## config.mk

```make
export PLATFORM = sky130hd
export DESIGN_NAME = button_conditioner
export DESIGN_NICKNAME = d
export VERILOG_FILES = /design/src/rtl/alu_pkg.sv /design/src/rtl/debounce_cell.sv /design/src/rtl/button_conditioner.sv
export SDC_FILE = /design/constraint.sdc
export NUM_CORES = 1
export LEC_CHECK = 0
export BUFFER_PORTS_ARGS = -buffer_cell sky130_fd_sc_hd__buf_2
export CAP_MARGIN = 30
export CORE_UTILIZATION = 35
export DETAILED_ROUTE_END_ITERATION = 7
export GPL_TIMING_DRIVEN = 0
export MAX_ROUTING_LAYER = met4
export PLACE_DENSITY = 0.49
export RECOVER_POWER = 100
export SLEW_MARGIN = 20
export SYNTH_ARGS = -nofsm -noshare
export SYNTH_HDL_FRONTEND = slang
export SYNTH_HIERARCHICAL = 1
export SYNTH_SLANG_ARGS = --single-unit
```

## constraint.sdc

```tcl
create_clock -name CLK -period 4.6 [get_ports CLK]
set_input_delay 0.46 -clock CLK [delete_from_list [all_inputs] [get_ports CLK]]
set_output_delay 0.46 -clock CLK [all_outputs]
set_load 0.005 [all_outputs]
```

## src/rtl/alu_pkg.sv

```systemverilog
// Shared ALU board constants: bus widths and the meaning of each load button.
package alu_pkg;

   localparam int SIZEDATA   = 8;
   localparam int N_BUTTONS  = 3;
   localparam int OPCODE_W   = 6;

   localparam int BTN_DATA_A = 0;
   localparam int BTN_DATA_B = 1;
   localparam int BTN_OPCODE = 2;

endpackage

```

## src/rtl/debounce_cell.sv

```systemverilog
// One push-button debouncer: 2-flop synchronizer, stability counter, and the
// debounced level. 'rise' is high during the cycle whose closing edge turns
// the debounced level from 0 to 1, so the parent can latch a pending flag on
// that very edge.
module debounce_cell #(
   parameter int DEBOUNCE_CYCLES = 500000
) (
   input  logic clock,
   input  logic reset,
   input  logic rawIn,
   output logic rise
);

   localparam int CW = $clog2(DEBOUNCE_CYCLES + 1);
   localparam logic [CW-1:0] LAST = CW'(DEBOUNCE_CYCLES - 1);

   logic          sync1;
   logic          sync2;
   logic          stableLevel;
   logic [CW-1:0] count;

   // Two flops bring the asynchronous button level into the clock domain
   // before anything looks at it.
   always_ff @(posedge clock or posedge reset) begin
      if (reset) begin
         sync1 <= 1'b0;
         sync2 <= 1'b0;
      end else begin
         sync1 <= rawIn;
         sync2 <= sync1;
      end
   end

   // The counter measures how long the synchronized level has disagreed with
   // the debounced level; any agreement restarts it, so a bounce train never
   // accumulates. Once the disagreement has lasted DEBOUNCE_CYCLES cycles the
   // new level is accepted.
   always_ff @(posedge clock or posedge reset) begin
      if (reset) begin
         stableLevel <= 1'b0;
         count       <= '0;
      end else if (sync2 == stableLevel) begin
         count <= '0;
      end else if (count == LAST) begin
         stableLevel <= sync2;
         count       <= '0;
      end else begin
         count <= count + CW'(1);
      end
   end

   // Only a press (0 to 1) is reported; releases are debounced silently.
   always_comb begin
      rise = sync2 & ~stableLevel & (count == LAST);
   end

endmodule

```

## src/rtl/button_conditioner.sv

```systemverilog
// Conditions the board switches and push-buttons for the ALU: every button is
// debounced, each accepted press becomes a single one-cycle load strobe, and
// the switch value is captured on the same edge so the ALU sees matching data.
module button_conditioner #(
   parameter int SIZEDATA        = alu_pkg::SIZEDATA,
   parameter int N_BUTTONS       = alu_pkg::N_BUTTONS,
   parameter int DEBOUNCE_CYCLES = 500000
) (
   input  logic                 CLK,
   input  logic                 RESET,
   input  logic [SIZEDATA-1:0]  SWITCHES_IN,
   input  logic [N_BUTTONS-1:0] BUTTONS_IN,
   output logic [SIZEDATA-1:0]  SWITCHES_OUT,
   output logic [N_BUTTONS-1:0] BUTTONS_OUT
);

   logic [SIZEDATA-1:0]  swSync1;
   logic [SIZEDATA-1:0]  swSync2;
   logic [N_BUTTONS-1:0] riseBus;
   logic [N_BUTTONS-1:0] pending;
   logic [N_BUTTONS-1:0] grant;

   for (genvar i = 0; i < N_BUTTONS; i++) begin : g_cell
      debounce_cell #(
         .DEBOUNCE_CYCLES(DEBOUNCE_CYCLES)
      ) u_cell (
         .clock(CLK),
         .reset(RESET),
         .rawIn(BUTTONS_IN[i]),
         .rise (riseBus[i])
      );
   end

   // The switches get the same two-flop treatment as the buttons so the value
   // captured with a strobe is never metastable.
   always_ff @(posedge CLK or posedge RESET) begin
      if (RESET) begin
         swSync1 <= '0;
         swSync2 <= '0;
      end else begin
         swSync1 <= SWITCHES_IN;
         swSync2 <= swSync1;
      end
   end

   // Isolating the lowest set bit of the pending mask (x & -x) gives the
   // fixed-priority grant; it is all zeros whenever nothing is pending.
   always_comb begin
      grant = pending & (~pending + N_BUTTONS'(1));
   end

   // Pending flags remember accepted presses until they are issued, one per
   // cycle in ascending index order. A flag that is set again while already
   // pending simply stays set, so a press is never counted twice. The switch
   // snapshot is taken only on cycles that issue a strobe and held otherwise.
   always_ff @(posedge CLK or posedge RESET) begin
      if (RESET) begin
         pending      <= '0;
         BUTTONS_OUT  <= '0;
         SWITCHES_OUT <= '0;
      end else begin
         pending     <= (pending & ~grant) | riseBus;
         BUTTONS_OUT <= grant;
         if (|pending) begin
            SWITCHES_OUT <= swSync2;
         end
      end
   end

endmodule

```

==> results of run 1 <==
[cells by family (layout without fill, tap and decap cells)]
family	Yosys count	after routing	synth area share, %
buf+inv	25	68	2.71
fa+ha+maj	6	6	1.75
flops	96	96	55.8
simple gates	172	172	24.4
mux	11	11	2.88
xor+xnor	45	45	9.16
compound gates	17	17	3.26
[flip-flops by register name, summed over array words and instances, names as in the netlist]
signal,cells
g_cell.u_cell/stableLevel,3
BUTTONS_OUT,3
swSync1,8
swSync2,8
g_cell.u_cell/sync2,3
SWITCHES_OUT,8
g_cell.u_cell/count,57
pending,3
g_cell.u_cell/sync1,3
[per-layer routing]
metal  GRT usage, %  share of wire [%]
met1           19.0                 50
met2           20.9                 45
met3           3.16                2.8
met4           5.79                2.0
met5              -                  0
[how the worst max path moves through the flow]
stage,slack (ns),depth (start not counted),from,end
after floorplan,3.06,5,g_cell[0].u_cell/count[0],g_cell[0].u_cell/stableLevel
after global placement,2.88,6,g_cell[2].u_cell/count[0],g_cell[2].u_cell/count[16]
after detailed placement,2.86,6,g_cell[2].u_cell/count[0],g_cell[2].u_cell/count[16]
after CTS,2.84,5,g_cell[0].u_cell/count[10],g_cell[0].u_cell/count[15]
after global routing,1.79,6,g_cell[0].u_cell/count[0],g_cell[0].u_cell/count[15]
final,2.11,6,g_cell[0].u_cell/count[0],g_cell[0].u_cell/count[16]
[cells in the final DEF, fill, tap and decap left out, drive strengths merged, types with 7 or more instances in the layout]
cell type | Yosys | final
nand4 | 15 | 15
clkbuf | 0 | 24
buf | 3 | 15
nor2 | 69 | 69
nand2 | 9 | 9
mux2 | 11 | 11
o21ai | 7 | 7
nor4 | 15 | 15
nand3 | 18 | 18
dfrtp | 96 | 96
xnor2 | 39 | 39
inv | 22 | 23
and3 | 12 | 12
nor3 | 22 | 22
[area by class of cell]
cell class              instances  area [sq um]  area share (%)
plain buffers                   3          11.3           0.238
clock buffers                   9           225            4.76
clock inverters                 7          46.3           0.979
inverters                      22          82.6            1.75
multi-input cells             251          1660            35.0
flip-flops and latches         96          2400            50.8
well taps                     147           184            3.89
repair buffers                 27           120            2.54
[power groups by stage]
stage	Clock, uW	Sequential [uW]	Combinational, uW
2_1_floorplan	0	883	35.4
4_1_cts	713	869	54.1
3_5_place_dp	0	886	53.7
6_report	683	869	46.4
3_3_place_gp	0	885	52.1
5_1_grt	746	871	56.1
[per-stage QoR]
step	instance area, sq um	instances	power, uW	hold slack [ns]
6_report	4730	562	1600	0.0909
5_1_grt	4730	562	1670	0.119
4_1_cts	4890	559	1640	0.213
3_5_place_dp	4620	543	939	0.335
3_3_place_gp	4600	542	937	0.333
2_1_floorplan	4300	372	919	0.331
[critical path: stages, from the launching register on]
cell	delay, ns
dfrtp_1	0.41
ha_1	0.24
and3_1	0.26
nand4_1	0.19
o21ai_0	0.67
clkbuf_1	0.48
nor2_1	0.12
==> results.json, run 1 <==
{
  "p_int_uw": 1240,
  "r2r_cells": 6,
  "n_antenna_cell": 0,
  "initial_core_util_pct": 35.8,
  "cts_resized": 0,
  "hold_class": "in -> async",
  "cts_buffer_depth": 2,
  "finalSetupViolations": 0,
  "ys_top_cells_by_area": "dfrtp_1 56%, xnor2_1 7.9%, nor2_1 6.0%",
  "yosys.cell_count.top_type": "dfrtp_1",
  "r2r-start": "g_cell[0].u_cell/count[0]",
  "synth-main-ff-cell": "dfrtp_1",
  "fin_setup_tns_ns": 0,
  "firstDrtPassIters": 4,
  "die_area_sq_um": 12700,
  "switching_share_pct": 22.5,
  "finalMaxSlewViolations": 0,
  "grt_antenna_before_repair": 0,
  "die_y_microns": 113,
  "ant_nets": 0,
  "max_clock_freq_mhz": 402,
  "finalWirelength_mm": 7.65,
  "cts_buffers": 9,
  "r2r_end": "g_cell[0].u_cell/count[16]",
  "netlist_instances": 372,
  "cp_max_fo": 10,
  "grt_overflow": 0,
  "drive_above_1_share_pct": 13.7,
  "combPwrFrac_pct": 2.9,
  "p_sw_uw": 359,
  "synth_nets": 391,
  "io_buffers": 23,
  "cts_sinks": 96,
  "grt_max_degree": 23,
  "grt_usage_pct": 14.2,
  "hold_viol_final": 0,
  "dp_hpwl_mm": 5.21,
  "syn_to_final_growth_pct": 9.89,
  "ys_async_sr_fraction_pct": 100,
  "num-nets-final": 429,
  "skew_ns": 0.00883,
  "avgViaCountPerCell": 4.78,
  "rows": 40,
  "synth_seq_cells": 96,
  "fin_ws_ns": 2.11,
  "drc": 0,
  "drtIter0Drc": 115,
  "ys_types": 31,
  "vias": 2688,
  "synth_area_per_cell_sq_um": 11.6,
  "yosys_warnings": 6,
  "regToRegSetupSlack_ns": 2.11,
  "fill_cells": 1187,
  "outcome": "finished clean",
  "layout_min_cycle_time_ns": 2.49,
  "drv_cap": 0,
  "ys_seq_area_share_pct": 55.8,
  "synth_top_area_share_pct": 55.8,
  "hold_buffers": 0,
  "synth.top_cells.by_count": "96 x dfrtp_1, 69 x nor2_1, 39 x xnor2_1",
  "post-route-period-util_pct": 54.1,
  "num_io_pins": 24,
  "powerDensity_nw_per_um2": 338,
  "cts_tree": "built",
  "critPathLaunchType": "register",
  "synth_top_area_cell": "dfrtp_1",
  "slew_headroom_pct": 24.9,
  "grt_pass1_wl_mm": 13.6,
  "htreeDepth": 3,
  "power_frac_seq_pct": 54.4,
  "rsz0062_at_grt": "no",
  "post-route-util_pct": 39.4,
  "p_leak_uw": 0.00203,
  "preCtsSetupSlack_ns": 2.86,
  "arrival_ns": 2.69,
  "grt_pass1_vias": 2718,
  "root_buffer": "clkbuf_16",
  "coreArea_sq_um": 12000,
  "crit_required_ns": 4.80,
  "worstMarginPinSlew_ns": 1.12,
  "synth_area_sq_um": 4300,
  "crit_path_end_kind": "register",
  "worstSetupPathType": "reg -> reg",
  "clock_latency_ns": 0.34,
  "clk_pin_slew_ns": 0.07,
  "chipWidth_microns": 113,
  "synth_edf_count": 0,
  "gp_congestion": 0.754,
  "cts_setup_buffers": 0,
  "ir_drop_mv": 0.173,
  "avgRoutedWirePerCell_microns": 13.6,
  "power.share.clock_pct": 42.7
}
Power figures use the tool's default switching activity.
==> inputs of run 2 (changes only) <==
Settings changed: PLACE_DENSITY 0.49 to 0.5.
Clock period 4.6 ns to 2.19 ns, I/O delays scaled along.
==> results.json, run 2 (synthesis gave the netlist of run 1 again) <==
{
  "cts_resized": 0,
  "crit_required_ns": 2.43,
  "r2r-start": "g_cell[1].u_cell/count[0]",
  "hold_viol_final": 0,
  "worstHoldStart": "swSync1[4]",
  "slew_headroom_pct": 35.4,
  "coreArea_sq_um": 12000,
  "rsz0062_at_grt": "no",
  "cts_buffer_depth": 2,
  "fin_ws_ns": 0.341,
  "layout_min_cycle_time_ns": 1.85,
  "clk_pin_slew_ns": 0.07,
  "fill_cells": 1189,
  "post-route-period-util_pct": 84.4,
  "drv_cap": 0,
  "htreeDepth": 3,
  "grt_antenna_before_repair": 0,
  "avgViaCountPerCell": 4.78,
  "preCtsSetupSlack_ns": 0.401,
  "crit_path_end_kind": "register",
  "hold_depth": 0,
  "power_frac_seq_pct": 52.2,
  "avgRoutedWirePerCell_microns": 13.8,
  "drtIter0Drc": 117,
  "most-common-layout-cells": "96 x dfrtp_1, 69 x nor2_1, 39 x xnor2_1, 22 x inv_1, 21 x nor3_1",
  "multi_input_area_sq_um": 1710,
  "syn_to_final_growth_pct": 15.0,
  "root_buffer": "clkbuf_16",
  "drive_above_1_share_pct": 14.8,
  "switching_share_pct": 24.0,
  "cpMaxStageDelayCell": "dfrtp_1",
  "firstDrtPassIters": 4,
  "combPwrFrac_pct": 3.6,
  "num-nets-final": 441,
  "grt_usage_pct": 14.5,
  "rows": 40,
  "finalWirelength_mm": 7.93,
  "fin_setup_tns_ns": 0,
  "powerDensity_nw_per_um2": 708,
  "worstMarginPinSlew_ns": 0.969,
  "clock_latency_ns": 0.35,
  "cts_tree": "built",
  "die_area_sq_um": 12700,
  "ant_nets": 0,
  "chipWidth_microns": 113,
  "regToRegSetupSlack_ns": 0.34,
  "p_leak_uw": 0.00212,
  "holdPathEnd": "swSync2[4]",
  "die_y_microns": 113,
  "fin_cells": 574,
  "layout_commonest_cell": "dfrtp_1",
  "finalMaxSlewViolations": 0,
  "power.share.clock_pct": 44.3,
  "cts_sinks": 96,
  "hold_class": "reg -> reg",
  "drc": 0,
  "cpPeakStageDelay_ns": 0.39,
  "r2r_end": "g_cell[1].u_cell/stableLevel",
  "placed_cells": 543,
  "worstSetupPathType": "reg -> reg",
  "grt_pass1_wl_mm": 13.9,
  "cp_max_fo": 4,
  "final-seq-area_sq_um": 2400,
  "p_sw_uw": 840,
  "n_antenna_cell": 0,
  "vias": 2744,
  "grt_max_degree": 23,
  "grt_pass1_vias": 2819,
  "cp_top_family": "simple AND/OR/NAND/NOR gates",
  "cts_buffers": 9,
  "dp_hpwl_mm": 5.45,
  "grt_overflow": 0,
  "initial_core_util_pct": 35.8,
  "worstPathCellList": "ha_1 -> and3_1 -> nand4_1 -> nor3_1 -> mux2_1",
  "max_clock_freq_mhz": 541,
  "outcome": "finished clean",
  "regMostFlops": "g_cell.u_cell/count",
  "finalSetupViolations": 0,
  "ir_drop_mv": 0.398,
  "path_buf_inv": 0,
  "gp_congestion": 0.749,
  "skew_ns": 0.00950,
  "largest_reg_flops": 57,
  "arrival_ns": 2.09,
  "r2r_cells": 5,
  "p_int_uw": 2660,
  "io_buffers": 23,
  "num_io_pins": 24,
  "critPathLaunchType": "register"
}
==> run 2: power by group through the flow <==
stage | clock (uW) | sequential (uW) | combinational (uW)
after floorplan | 0 | 1860 | 74.4
after global placement | 0 | 1860 | 109
after detailed placement | 0 | 1860 | 115
after CTS | 1620 | 1830 | 131
after global routing | 1680 | 1830 | 146
final | 1550 | 1830 | 124
==> run 2: how the worst max path moves through the flow <==
| stage | startpoint | endpoint | depth (start not counted) |
|---|---|---|---|
| after CTS | g_cell[0].u_cell/count[10] | g_cell[0].u_cell/count[16] | 5 |
| after global placement | g_cell[2].u_cell/count[0] | g_cell[2].u_cell/count[15] | 6 |
| after floorplan | g_cell[0].u_cell/count[0] | g_cell[0].u_cell/stableLevel | 5 |
| after detailed placement | g_cell[0].u_cell/count[10] | g_cell[0].u_cell/count[12] | 5 |
| final | g_cell[1].u_cell/count[0] | g_cell[1].u_cell/stableLevel | 5 |
| after global routing | g_cell[1].u_cell/count[0] | g_cell[1].u_cell/stableLevel | 5 |
==> run 2: area by class of cell <==
type | instances | share of cell area (%)
clock inverters | 7 | 1.42
multi-input cells | 251 | 34.6
flip-flops and latches | 96 | 48.6
plain buffers | 3 | 0.683
inverters | 22 | 1.67
clock buffers | 9 | 4.55
well taps | 147 | 3.72
repair buffers | 39 | 4.81
==> run 2: timing repair <==
action	4_1_cts	5_1_grt
setup buffers	0	0
hold buffers	11	1
endpoints found under the hold margin	11	23
==> run 2: stage by stage <==
stage                     power, uW  utilization (%)  hold slack, ns  cell area (sq um)
after floorplan                1930                -           0.208               4300
after global placement         1970             38.3           0.328               4600
after detailed placement       1980             38.4           0.328               4620
after CTS                      3570             41.8          0.0539               5020
after global routing           3650             41.2           0.356               4940
final                          3500             41.2           0.350               4940
==> run 2: metal layers <==
layer | GRT usage [%] | part of all wire (%) | vias up
li1 | - | - | 1386
met1 | 18.5 | 48 | 1328
met2 | 21.9 | 47 | 22
met3 | 4.45 | 3.0 | 8
met4 | 5.35 | 1.6 | 0
met5 | - | 0 | -
==> inputs of run 3 (changes only) <==
Settings changed: PLACE_DENSITY 0.5 to 0.49.
Clock period 2.19 ns to 1.9 ns, I/O delays scaled along.
==> results.json, run 3 (synthesis gave the netlist of run 1 again) <==
{
  "outcome": "finished clean",
  "wl_met2_mm": 3.57,
  "firstDrtPassIters": 4,
  "finalSetupViolations": 0,
  "hold_depth": 0,
  "grt_pass1_wl_mm": 13.8,
  "root_buffer": "clkbuf_16",
  "max_clock_freq_mhz": 575,
  "regMostFlops": "g_cell.u_cell/count",
  "die_y_microns": 113,
  "fill_cells": 1156,
  "drc": 0,
  "num_io_pins": 24,
  "fin_setup_tns_ns": 0,
  "r2r_end": "g_cell[0].u_cell/stableLevel",
  "avgRoutedWirePerCell_microns": 13.5,
  "top_layer": "met4",
  "holdPathEnd": "swSync2[6]",
  "coreArea_sq_um": 12000,
  "finalMaxSlewViolations": 0,
  "worstMarginPinSlew_ns": 0.929,
  "arrival_ns": 1.96,
  "critPathLaunchType": "register",
  "layout_min_cycle_time_ns": 1.74,
  "io_buffers": 23,
  "crit_path_end_kind": "register",
  "syn_to_final_growth_pct": 15.0,
  "ir_drop_mv": 0.417,
  "placed_cells": 543,
  "initial_core_util_pct": 35.8,
  "cts_buffers": 9,
  "cts_resized": 0,
  "cpPeakStageDelay_ns": 0.40,
  "powerDensity_nw_per_um2": 787,
  "avgViaCountPerCell": 4.77,
  "gp_congestion": 0.754,
  "met1_length_mm": 3.82,
  "met3_length_microns": 200,
  "grt_pass1_vias": 2782,
  "cp_max_fo": 4,
  "dp_hpwl_mm": 5.21,
  "cts_buffer_depth": 2,
  "most-common-layout-cells": "96 x dfrtp_1, 69 x nor2_1, 39 x xnor2_1, 22 x inv_1, 21 x nor3_1",
  "rsz0062_at_grt": "no",
  "preCtsSetupSlack_ns": 0.164,
  "clock_latency_ns": 0.34,
  "clk_pin_slew_ns": 0.07,
  "chipWidth_microns": 113,
  "largest_reg_flops": 57,
  "rows": 40,
  "hold_class": "reg -> reg",
  "worstHoldStart": "swSync1[6]",
  "n_antenna_cell": 0,
  "final_area_sq_um": 4950,
  "num-nets-final": 441,
  "htreeDepth": 3,
  "multi_input_area_sq_um": 1730,
  "p_leak_uw": 0.00213,
  "dpl_cell_area_sq_um": 4620,
  "grt_usage_pct": 14.3,
  "hold_viol_final": 0,
  "skew_ns": 0.00901,
  "post-route-period-util_pct": 91.5,
  "r2r_cells": 5,
  "layout_commonest_cell": "dfrtp_1",
  "vias": 2738,
  "cpMaxStageDelayCell": "dfrtp_1",
  "grt_max_degree": 23,
  "grt_antenna_before_repair": 0,
  "cts_tree": "built",
  "fin_ws_ns": 0.161,
  "fin_cells": 574,
  "worstPathCellList": "ha_1 -> and3_2 -> nand4_2 -> nor3_1 -> mux2_1",
  "ant_nets": 0,
  "drtIter0Drc": 106,
  "cts_sinks": 96,
  "worstSetupPathType": "reg -> reg",
  "regToRegSetupSlack_ns": 0.16,
  "slew_headroom_pct": 38.1,
  "crit_required_ns": 2.12,
  "drv_cap": 0,
  "drive_above_1_share_pct": 16.9,
  "grt_overflow": 0,
  "finalWirelength_mm": 7.73,
  "die_area_sq_um": 12700,
  "r2r-start": "g_cell[0].u_cell/count[0]",
  "final-seq-area_sq_um": 2400
}
## run 3: changes by cell type in the layout (fill, tap and decap cells not counted), sizes merged
cell    previous run  this run
inv               27        23
buf               16        18
clkinv             2         6
clkbuf            23        21
## run 3: report_power, final
group | internal [uW] | total (uW) | switching, uW
Clock | 887 | 1650 | 764
Combinational | 54.1 | 141 | 87.2
Sequential | 2080 | 2100 | 22.5
Total | 3020 | 3900 | 874
## run 3: area by class of cell
class,count,share of cell area (%)
Buffer,3,0.683
Clock buffer,9,4.55
Clock inverter,7,0.936
Inverter,22,1.67
Multi-Input combinational cell,251,35.0
Sequential cell,96,48.5
Tap cell,147,3.72
Timing Repair Buffer,39,4.85
## run 3: critical path, delay by kind of cell (launching register included)
family                   cells  cell delay [ns]
multiplexers                 1             0.35
AND/OR/NAND/NOR              3             0.64
adder cells (fa/ha/maj)      1             0.24
flip-flops                   1             0.40
## run 3: what timing repair did
action	in CTS	in global routing
endpoints found under the hold margin	11	26
hold buffers	11	1
buffers inserted	0	0
endpoints found under the setup margin	0	0
## run 3: worst max-delay path by stage
stage                          startpoint                            to  slack [ns]  depth (start not counted)
5_1_grt         g_cell[1].u_cell/count[0]  g_cell[1].u_cell/stableLevel        0.01                          5
2_1_floorplan   g_cell[0].u_cell/count[0]  g_cell[0].u_cell/stableLevel        0.36                          5
3_3_place_gp    g_cell[2].u_cell/count[0]    g_cell[2].u_cell/count[16]        0.18                          6
6_report        g_cell[0].u_cell/count[0]  g_cell[0].u_cell/stableLevel        0.16                          5
3_5_place_dp    g_cell[2].u_cell/count[0]    g_cell[2].u_cell/count[16]        0.16                          6
4_1_cts        g_cell[0].u_cell/count[10]    g_cell[0].u_cell/count[15]        0.14                          5
## run 3: layer usage
layer	track usage [%]	vias up
li1	-	1378
met2	21.3	27
met3	3.16	11
met1	19.1	1322
met5	-	-
met4	5.79	0
## run 3: stage by stage
stage               hold WS (ns)  total power, uW  util [%]
floorplan                  0.179             2220         -
global placement           0.298             2270      38.3
detailed placement         0.299             2270      38.4
CTS                       0.0267             3980      41.6
global route               0.360             4080      41.2
finish                     0.348             3900      41.2
